--- config.mk ---
export PLATFORM = sky130hd
export DESIGN_NAME = alu_seq_ctrl
export DESIGN_NICKNAME = d
export VERILOG_FILES = /design/src/rtl/alu_seq_ctrl.sv
export SDC_FILE = /design/constraint.sdc
export NUM_CORES = 1
export LEC_CHECK = 0
export ABC_CLOCK_PERIOD_IN_PS = 3510
export CORE_MARGIN = 5
export CORE_UTILIZATION = 52
export DETAILED_ROUTE_END_ITERATION = 10
export PLACE_DENSITY = 0.84
export SLEW_MARGIN = 5
export SYNTH_ARGS = -nofsm -noshare
export SYNTH_HDL_FRONTEND = slang
export SYNTH_SLANG_ARGS = --single-unit
--- constraint.sdc ---
create_clock -name clk -period 3.51 [get_ports clk]
set_clock_uncertainty 0.2 [all_clocks]
set_input_delay 0.702 -clock clk [delete_from_list [all_inputs] [get_ports clk]]
set_output_delay 0.702 -clock clk [all_outputs]
set_load 0.01 [all_outputs]
--- src/rtl/alu_seq_ctrl.sv ---
// Bit-serial sequencer driving an external 1-bit four-function ALU, LSB first; optional parity output under ALU_SEQ_PARITY_EN.
// Latency: accept at edge T, result valid from edge T+WIDTH; one operation per WIDTH+2 cycles with out_ready held high.
// Backpressure: result held in DONE until out_ready; in_ready low outside IDLE, requests are not queued.
module alu_seq_ctrl #(
    parameter int WIDTH = 8,
    parameter int CNT_W = (WIDTH > 1) ? $clog2(WIDTH) : 1
) (
    input  logic             clk,
    input  logic             rst_n,
    input  logic             in_valid,
    output logic             in_ready,
    input  logic [1:0]       in_op,
    input  logic [WIDTH-1:0] in_a,
    input  logic [WIDTH-1:0] in_b,
    output logic             out_valid,
    input  logic             out_ready,
    output logic [WIDTH-1:0] out_result,
    output logic             alu_s0,
    output logic             alu_s1,
    output logic             alu_d0,
    output logic             alu_d1,
    input  logic             alu_o
`ifdef ALU_SEQ_PARITY_EN
    ,
    output logic             out_parity
`endif
);

    typedef enum logic [1:0] {
        IDLE = 2'd0,
        RUN  = 2'd1,
        DONE = 2'd2
    } state_t;

    // Index of the last bit; RUN ends on the edge that processes it.
    localparam logic [CNT_W-1:0] LAST_IDX = CNT_W'(WIDTH - 1);

    state_t           state;
    state_t           state_nxt;
    logic [1:0]       op_reg;
    logic [WIDTH-1:0] a_reg;
    logic [WIDTH-1:0] b_reg;
    logic [WIDTH-1:0] res_reg;
    logic [CNT_W-1:0] idx;
    logic             accept;
    logic             last_bit;

    assign accept   = in_valid && in_ready;
    assign last_bit = (idx == LAST_IDX);

    // State register with synchronous active-low reset.
    always_ff @(posedge clk) begin
        if (!rst_n) begin
            state <= IDLE;
        end else begin
            state <= state_nxt;
        end
    end

    // Next-state and state-decoded outputs; ALU pins parked at AND/zero outside RUN.
    always_comb begin
        state_nxt = state;
        in_ready  = 1'b0;
        out_valid = 1'b0;
        alu_s0    = 1'b0;
        alu_s1    = 1'b0;
        alu_d0    = 1'b0;
        alu_d1    = 1'b0;
        case (state)
            IDLE: begin
                in_ready = 1'b1;
                if (in_valid) begin
                    state_nxt = RUN;
                end
            end
            RUN: begin
                alu_s0 = op_reg[1];
                alu_s1 = op_reg[0];
                alu_d0 = a_reg[idx];
                alu_d1 = b_reg[idx];
                if (last_bit) begin
                    state_nxt = DONE;
                end
            end
            DONE: begin
                out_valid = 1'b1;
                if (out_ready) begin
                    state_nxt = IDLE;
                end
            end
            default: begin
                state_nxt = IDLE;
            end
        endcase
    end

    // Operand capture on accept, then one result bit collected per RUN cycle.
    always_ff @(posedge clk) begin
        if (!rst_n) begin
            op_reg  <= 2'b00;
            a_reg   <= '0;
            b_reg   <= '0;
            res_reg <= '0;
            idx     <= '0;
        end else begin
            if (state == IDLE && accept) begin
                op_reg  <= in_op;
                a_reg   <= in_a;
                b_reg   <= in_b;
                res_reg <= '0;
                idx     <= '0;
            end else if (state == RUN) begin
                res_reg[idx] <= alu_o;
                idx          <= last_bit ? '0 : idx + 1'b1;
            end
        end
    end

    assign out_result = res_reg;

`ifdef ALU_SEQ_PARITY_EN
    logic parity_reg;

    // Running XOR of the result bits as they arrive from the ALU.
    always_ff @(posedge clk) begin
        if (!rst_n) begin
            parity_reg <= 1'b0;
        end else if (state == IDLE && accept) begin
            parity_reg <= 1'b0;
        end else if (state == RUN) begin
            parity_reg <= parity_reg ^ alu_o;
        end
    end

    assign out_parity = parity_reg;
`endif

endmodule

==> metrics.cfg, run 1 <==
[power_and_ir_drop]
intPower_mw = 0.510
report.power.total_mw = 0.684
switching_share_pct = 25.5
peakVddDrop_uv = 320
comb_power_share_pct = 13.7
powerDensity_nw_per_um2 = 371
p_clk_share_pct = 30.9
p_leak_nw = 0.688
p_switching_mw = 0.174
pwr-share-seq_pct = 55.4

[finish]
antenna_cells = 0
num-fill-cells = 230
area_growth_pct = 23.9
register_area_sq_um = 621
fin_util_pct = 66.9
multiInputGateArea_sq_um = 754
drive_above_1_share_pct = 8.16
finalNonFillerCells = 227
final_cell_mix = 44 x nand2_1, 36 x clkdlybuf4s50_1, 31 x dfxtp_1
nets = 221
layout_commonest_cell = nand2_1

[placement]
dp_hpwl_um = 2340
dp_cells = 220
place.gp.congestion = 0.798
port_buffers = 36

[clock_tree]
cts_made_buffers = 5
cts_htree_levels = 2
clk_pin_slew_worst_paths_ns = 0.09
holdBufCountCts = 0
clock-root-buffer = clkbuf_4
clockBufferDepth = 2
clock_latency_ns = 0.34
cts_sinks = 31
cts_setup_buffers = 0
cts_tree = done
cts_resized = 0

[synth]
synthXorXnorAreaFrac_pct = 0
ys_warn_count = 0
synth_top_family_by_area = simple AND/OR/NAND/NOR gates
synth.area.top_cells = dfxtp_1 42%, nand2_1 11%, a21boi_1 9.1%
synthMuxAreaShare_pct = 10.5
synth_compound_area_share_pct = 13.6
synth.cell_area_sq_um = 1490
syn-num-nets = 191
seq_area_frac_synth_pct = 41.7
avgSynthCellArea_sq_um = 8.97
synthSimpleGateAreaFrac_pct = 24.9
synth_top_area_share_pct = 41.7
ys_ff_latch = 31
synth_cell_type_count = 30
netlist_instances = 166
synth_adder_area_share_pct = 1.68
netlist.top_cell.by_area = dfxtp_1

[grt]
grt_pass1_vias = 1232
grt_pass1_wl_um = 5180
overflow = 0
antenna_found_initial = 0
grt.total_usage_pct = 16.6
grt_start_max_net_pins = 21

[route]
top_layer_used = met4
firstDrtPassIters = 4
num_vias = 1208
via_per_inst = 5.32
drc_errors = 0
final_antenna_net_count = 0
drt-initial-drc-count = 14
wl_um = 3090
wl_per_cell_um = 13.6
wl_met2_um = 1610
wl_met3_um = 174
wl_met1_um = 1200

[critical_path]
critPathArrivalTime_ns = 2.39
endpoint_kind = output pin
critPathMaxFanout = 16
worst-setup-path-type = flip-flop to output pin
cp-start-kind = flip-flop
crit_required_ns = 2.61

[sta]
finalCritPeriodShare_pct = 93.8
max_freq_ghz = 0.304
max-slew-margin-rel_pct = 52.1
rsz0062_at_grt = false
post-route-min-period_ns = 3.29
final-hold-violation-count = 0
slew_viol_final = 0
setup_tns_ns = 0
worst_slew_pin_slew_ns = 0.717
report.final.setup_viol = 0

[min_path]
hp-class = flip-flop to flip-flop

[floorplan]
core_sq_um = 2760
dieArea_sq_um = 4030
io_pins = 37
fp.dieW_um = 63.5
initial_core_util_pct = 54.0
num_rows = 19
die_h_um = 63.5

[job]
maxCapViolCount = 0

[status]
outcome = finished clean

[critical path, stage by stage, from the launching register on]
cell	delay (ns)
dfxtp_1	0.77
mux4_2	0.59
nand2_1	0.09
a21oi_1	0.09
clkdlybuf4s50_1	0.52
[worst paths after layout]
check,start,end,slack [ns],cells past startpoint
worst max-delay path,idx[0]$_SDFFE_PP0N_,alu_d0,0.22,4
worst min-delay path,op_reg[0]$_SDFFE_PN0P_,op_reg[0]$_SDFFE_PN0P_,0.26,2
worst max register to register,idx[1]$_SDFFE_PP0N_,idx[0]$_SDFFE_PP0N_,1.67,5
worst min register to register,op_reg[0]$_SDFFE_PN0P_,op_reg[0]$_SDFFE_PN0P_,0.26,2
[layer usage]
layer | global-route usage, % | vias up
met2 | 29.4 | 27
met1 | 16.5 | 560
met3 | 6.75 | 10
li1 | - | 611
met4 | 8.05 | 0
met5 | 0 | -
[synthesized netlist by cell type]
master    count
a211o_1       1
a21boi_1     18
a21oi_1       7
a22o_1        1
a22oi_1       1
and2_1        3
buf_2         4
buf_4         3
buf_6         5
clkbuf_1      2
dfxtp_1      31
ha_1          2
inv_1         2
mux2_1        1
mux2i_1      10
mux4_2        2
nand2_1      44
nand2_2       1
nand2b_1      1
nand3_1       1
nand4_1       2
nand4b_1      1
nor2_1       12
nor2_2        1
nor2b_1       3
nor3_1        2
nor3_2        1
nor4_4        2
nor4b_2       1
o21a_1        1
[final cells by class]
| type | count | area share [%] |
|---|---|---|
| well taps | 31 | 2.10 |
| inverters | 2 | 0.407 |
| clock inverters | 1 | 0.271 |
| clock buffers | 6 | 2.78 |
| repair buffers | 37 | 19.9 |
| flip-flops and latches | 31 | 33.6 |
| multi-input cells | 119 | 40.9 |
[cell families (layout without fill, tap and decap cells)]
group / after synthesis / after routing
simple gates: 75 / 75
buf+inv: 16 / 46
flops: 31 / 31
mux: 13 / 13
fa+ha+maj: 2 / 2
compound gates: 29 / 29
[metrics by stage]
step	hold WS, ns	cell area (sq um)	setup slack [ns]
2_1_floorplan	0.230	1490	1.46
3_3_place_gp	0.237	1790	0.641
3_5_place_dp	0.247	1790	0.596
4_1_cts	0.259	1850	0.210
5_1_grt	0.279	1850	0.0633
6_report	0.255	1850	0.219
[power by group through the flow]
stage | logic [mW] | registers (mW) | clock network (mW)
2_1_floorplan | 0.0670 | 0.381 | 0
3_3_place_gp | 0.0907 | 0.387 | 0
3_5_place_dp | 0.0944 | 0.387 | 0
4_1_cts | 0.0952 | 0.379 | 0.214
5_1_grt | 0.105 | 0.381 | 0.234
6_report | 0.0936 | 0.379 | 0.211
Power figures use the tool's default switching activity.
==> inputs of run 2 (changes only) <==
Settings changed: CORE_UTILIZATION 52 to 54, CTS_BUF_LIST set to sky130_fd_sc_hd__clkbuf_8, PLACE_DENSITY 0.84 to 0.87, SLEW_MARGIN 5 to 20.
==> metrics.cfg, run 2 (synthesis gave the netlist of run 1 again) <==
[status]
outcome = finished clean

[sta]
final-hold-violation-count = 0  ; unchanged
setup_tns_ns = 0  ; unchanged
finalCritPeriodShare_pct = 91.3  ; -2.4 points
worst_slew_pin_slew_ns = 0.726  ; +0.00891 ns
report.final.setup_viol = 0  ; unchanged
post-route-min-period_ns = 3.21  ; -0.0853 ns
max_freq_ghz = 0.312  ; +2.7%
slew_viol_final = 0  ; unchanged
post-route-worst-setup-slack_ns = 0.304  ; +0.0853 ns
max-slew-margin-rel_pct = 51.5  ; -0.60 points
rsz0062_at_grt = false

[power_and_ir_drop]
peakVddDrop_uv = 369  ; +16%
p_leak_nw = 0.709  ; +3.1%
powerDensity_nw_per_um2 = 407  ; +9.9%
report.power.total_mw = 0.770  ; +13%

[min_path]
hp-class = flip-flop to flip-flop
min-delay-start = op_reg[1]$_SDFFE_PN0P_
min_to = op_reg[1]$_SDFFE_PN0P_
hold_depth = 2  ; unchanged

[route]
drc_errors = 0  ; unchanged
num_vias = 1200  ; -0.66%
firstDrtPassIters = 4  ; unchanged
drt-initial-drc-count = 42  ; +28
wl_per_cell_um = 13.8  ; +1.6%
via_per_inst = 5.26  ; -1.1%
wl_um = 3150  ; +2.0%
final_antenna_net_count = 0  ; unchanged

[grt]
use_met3_pct = 5.76  ; -0.99 points
grt_start_max_net_pins = 22  ; +4.8%
grt.met2_usage_pct = 30.2  ; +0.74 points
antenna_found_initial = 0  ; unchanged
use_met1_pct = 18.7  ; +2.2 points
grt_pass1_wl_um = 5510  ; +6.5%
grt_most_used_layer = met2
grt.total_usage_pct = 17.4  ; +0.78 points
grt_pass1_vias = 1267  ; +2.8%
overflow = 0  ; unchanged

[clock_tree]
clockBufferDepth = 2  ; unchanged
cts_tree = done
cts_setup_buffers = 0  ; unchanged
holdBufCountCts = 0  ; unchanged
cts_sinks = 31  ; unchanged
cts_resized = 0  ; unchanged
cts_htree_levels = 2  ; unchanged
clock-root-buffer = clkbuf_8
cts_made_buffers = 5  ; unchanged
clk_pin_slew_worst_paths_ns = 0.06  ; -0.03 ns
clock_latency_ns = 0.27  ; -0.07 ns

[finish]
drive_above_1_share_pct = 8.12  ; -0.041 points
antenna_cells = 0  ; unchanged
nets = 221  ; unchanged
finalNonFillerCells = 228  ; +0.44%
layout_commonest_cell = nand2_1
final_area_sq_um = 1890  ; +2.4%
final_cell_mix = 44 x nand2_1, 36 x clkdlybuf4s50_1, 31 x dfxtp_1
num-fill-cells = 224  ; -2.6%
area_growth_pct = 26.9

[placement]
dp_hpwl_um = 2310  ; -1.3%
dp_cells = 220  ; unchanged
place_ws_ns = 0.586  ; -0.0107 ns
port_buffers = 36  ; unchanged
post_dp_cell_area_sq_um = 1790  ; unchanged
place.gp.congestion = 0.834  ; +4.5%

[critical_path]
worst-setup-path-type = flip-flop to output pin
reg2reg_to = idx[0]$_SDFFE_PP0N_
crit_required_ns = 2.61  ; about the same
cp-start-kind = flip-flop
endpoint_kind = output pin
critPathArrivalTime_ns = 2.30  ; -0.09 ns
reg2reg_slack_ns = 1.68  ; about the same
critPathMaxFanout = 16  ; unchanged
r2r_cells = 5  ; unchanged
reg2reg_from = idx[1]$_SDFFE_PP0N_

[floorplan]
fp.dieW_um = 62.5  ; -1.6%
num_rows = 19  ; unchanged
initial_core_util_pct = 54.9  ; +0.95 points
dieArea_sq_um = 3910  ; -3.1%
io_pins = 37  ; unchanged
die_h_um = 62.5  ; -1.6%
core_sq_um = 2710  ; -1.7%

[job]
maxCapViolCount = 0  ; unchanged

[run 2: cell type report]
| type | count | area, sq um | share of cell area (%) |
|---|---|---|---|
| Multi-Input combinational cell | 119 | 754 | 39.9 |
| Clock buffer | 7 | 96.3 | 5.10 |
| Sequential cell | 31 | 621 | 32.8 |
| Inverter | 2 | 7.51 | 0.397 |
| Tap cell | 31 | 38.8 | 2.05 |
| Timing Repair Buffer | 37 | 368 | 19.5 |
| Clock inverter | 1 | 3.75 | 0.199 |
[run 2: power breakdown]
part	switching [mW]	internal [mW]
combinational	0.0435	0.0507
sequential	0.0127	0.367
clock	0.120	0.176
[run 2: through the flow]
| stage | util [%] | hold WS [ns] |
|---|---|---|
| 6_report | 69.7 | 0.255 |
| 5_1_grt | 69.7 | 0.279 |
| 4_1_cts | 69.7 | 0.256 |
| 3_5_place_dp | 66.0 | 0.244 |
| 3_3_place_gp | 66.0 | 0.237 |
| 2_1_floorplan | - | 0.230 |
[run 2: worst max-delay path by stage]
stage                        startpoint     end  slack, ns  cells past startpoint
floorplan           idx[1]$_SDFFE_PP0N_  alu_d1       1.46                      5
global placement    idx[0]$_SDFFE_PP0N_  alu_d0       0.66                      4
detailed placement  idx[0]$_SDFFE_PP0N_  alu_d0       0.59                      4
CTS                 idx[0]$_SDFFE_PP0N_  alu_d0       0.28                      4
global route        idx[0]$_SDFFE_PP0N_  alu_d0       0.17                      4
finish              idx[0]$_SDFFE_PP0N_  alu_d0       0.30                      4
[run 2: metal layers]
layer,wire length [um],share of wire [%],vias up
li1,-,-,612
met1,1310,42,552
met5,0,0,-
met3,138,4.4,10
met4,70,2.2,0
met2,1630,52,26
[run 2: worst max-delay path, cell delays in order (launching register included)]
cell             delay, ns
dfxtp_1               0.77
mux4_2                0.59
nand2_1               0.08
a21oi_1               0.07
clkdlybuf4s50_1       0.51
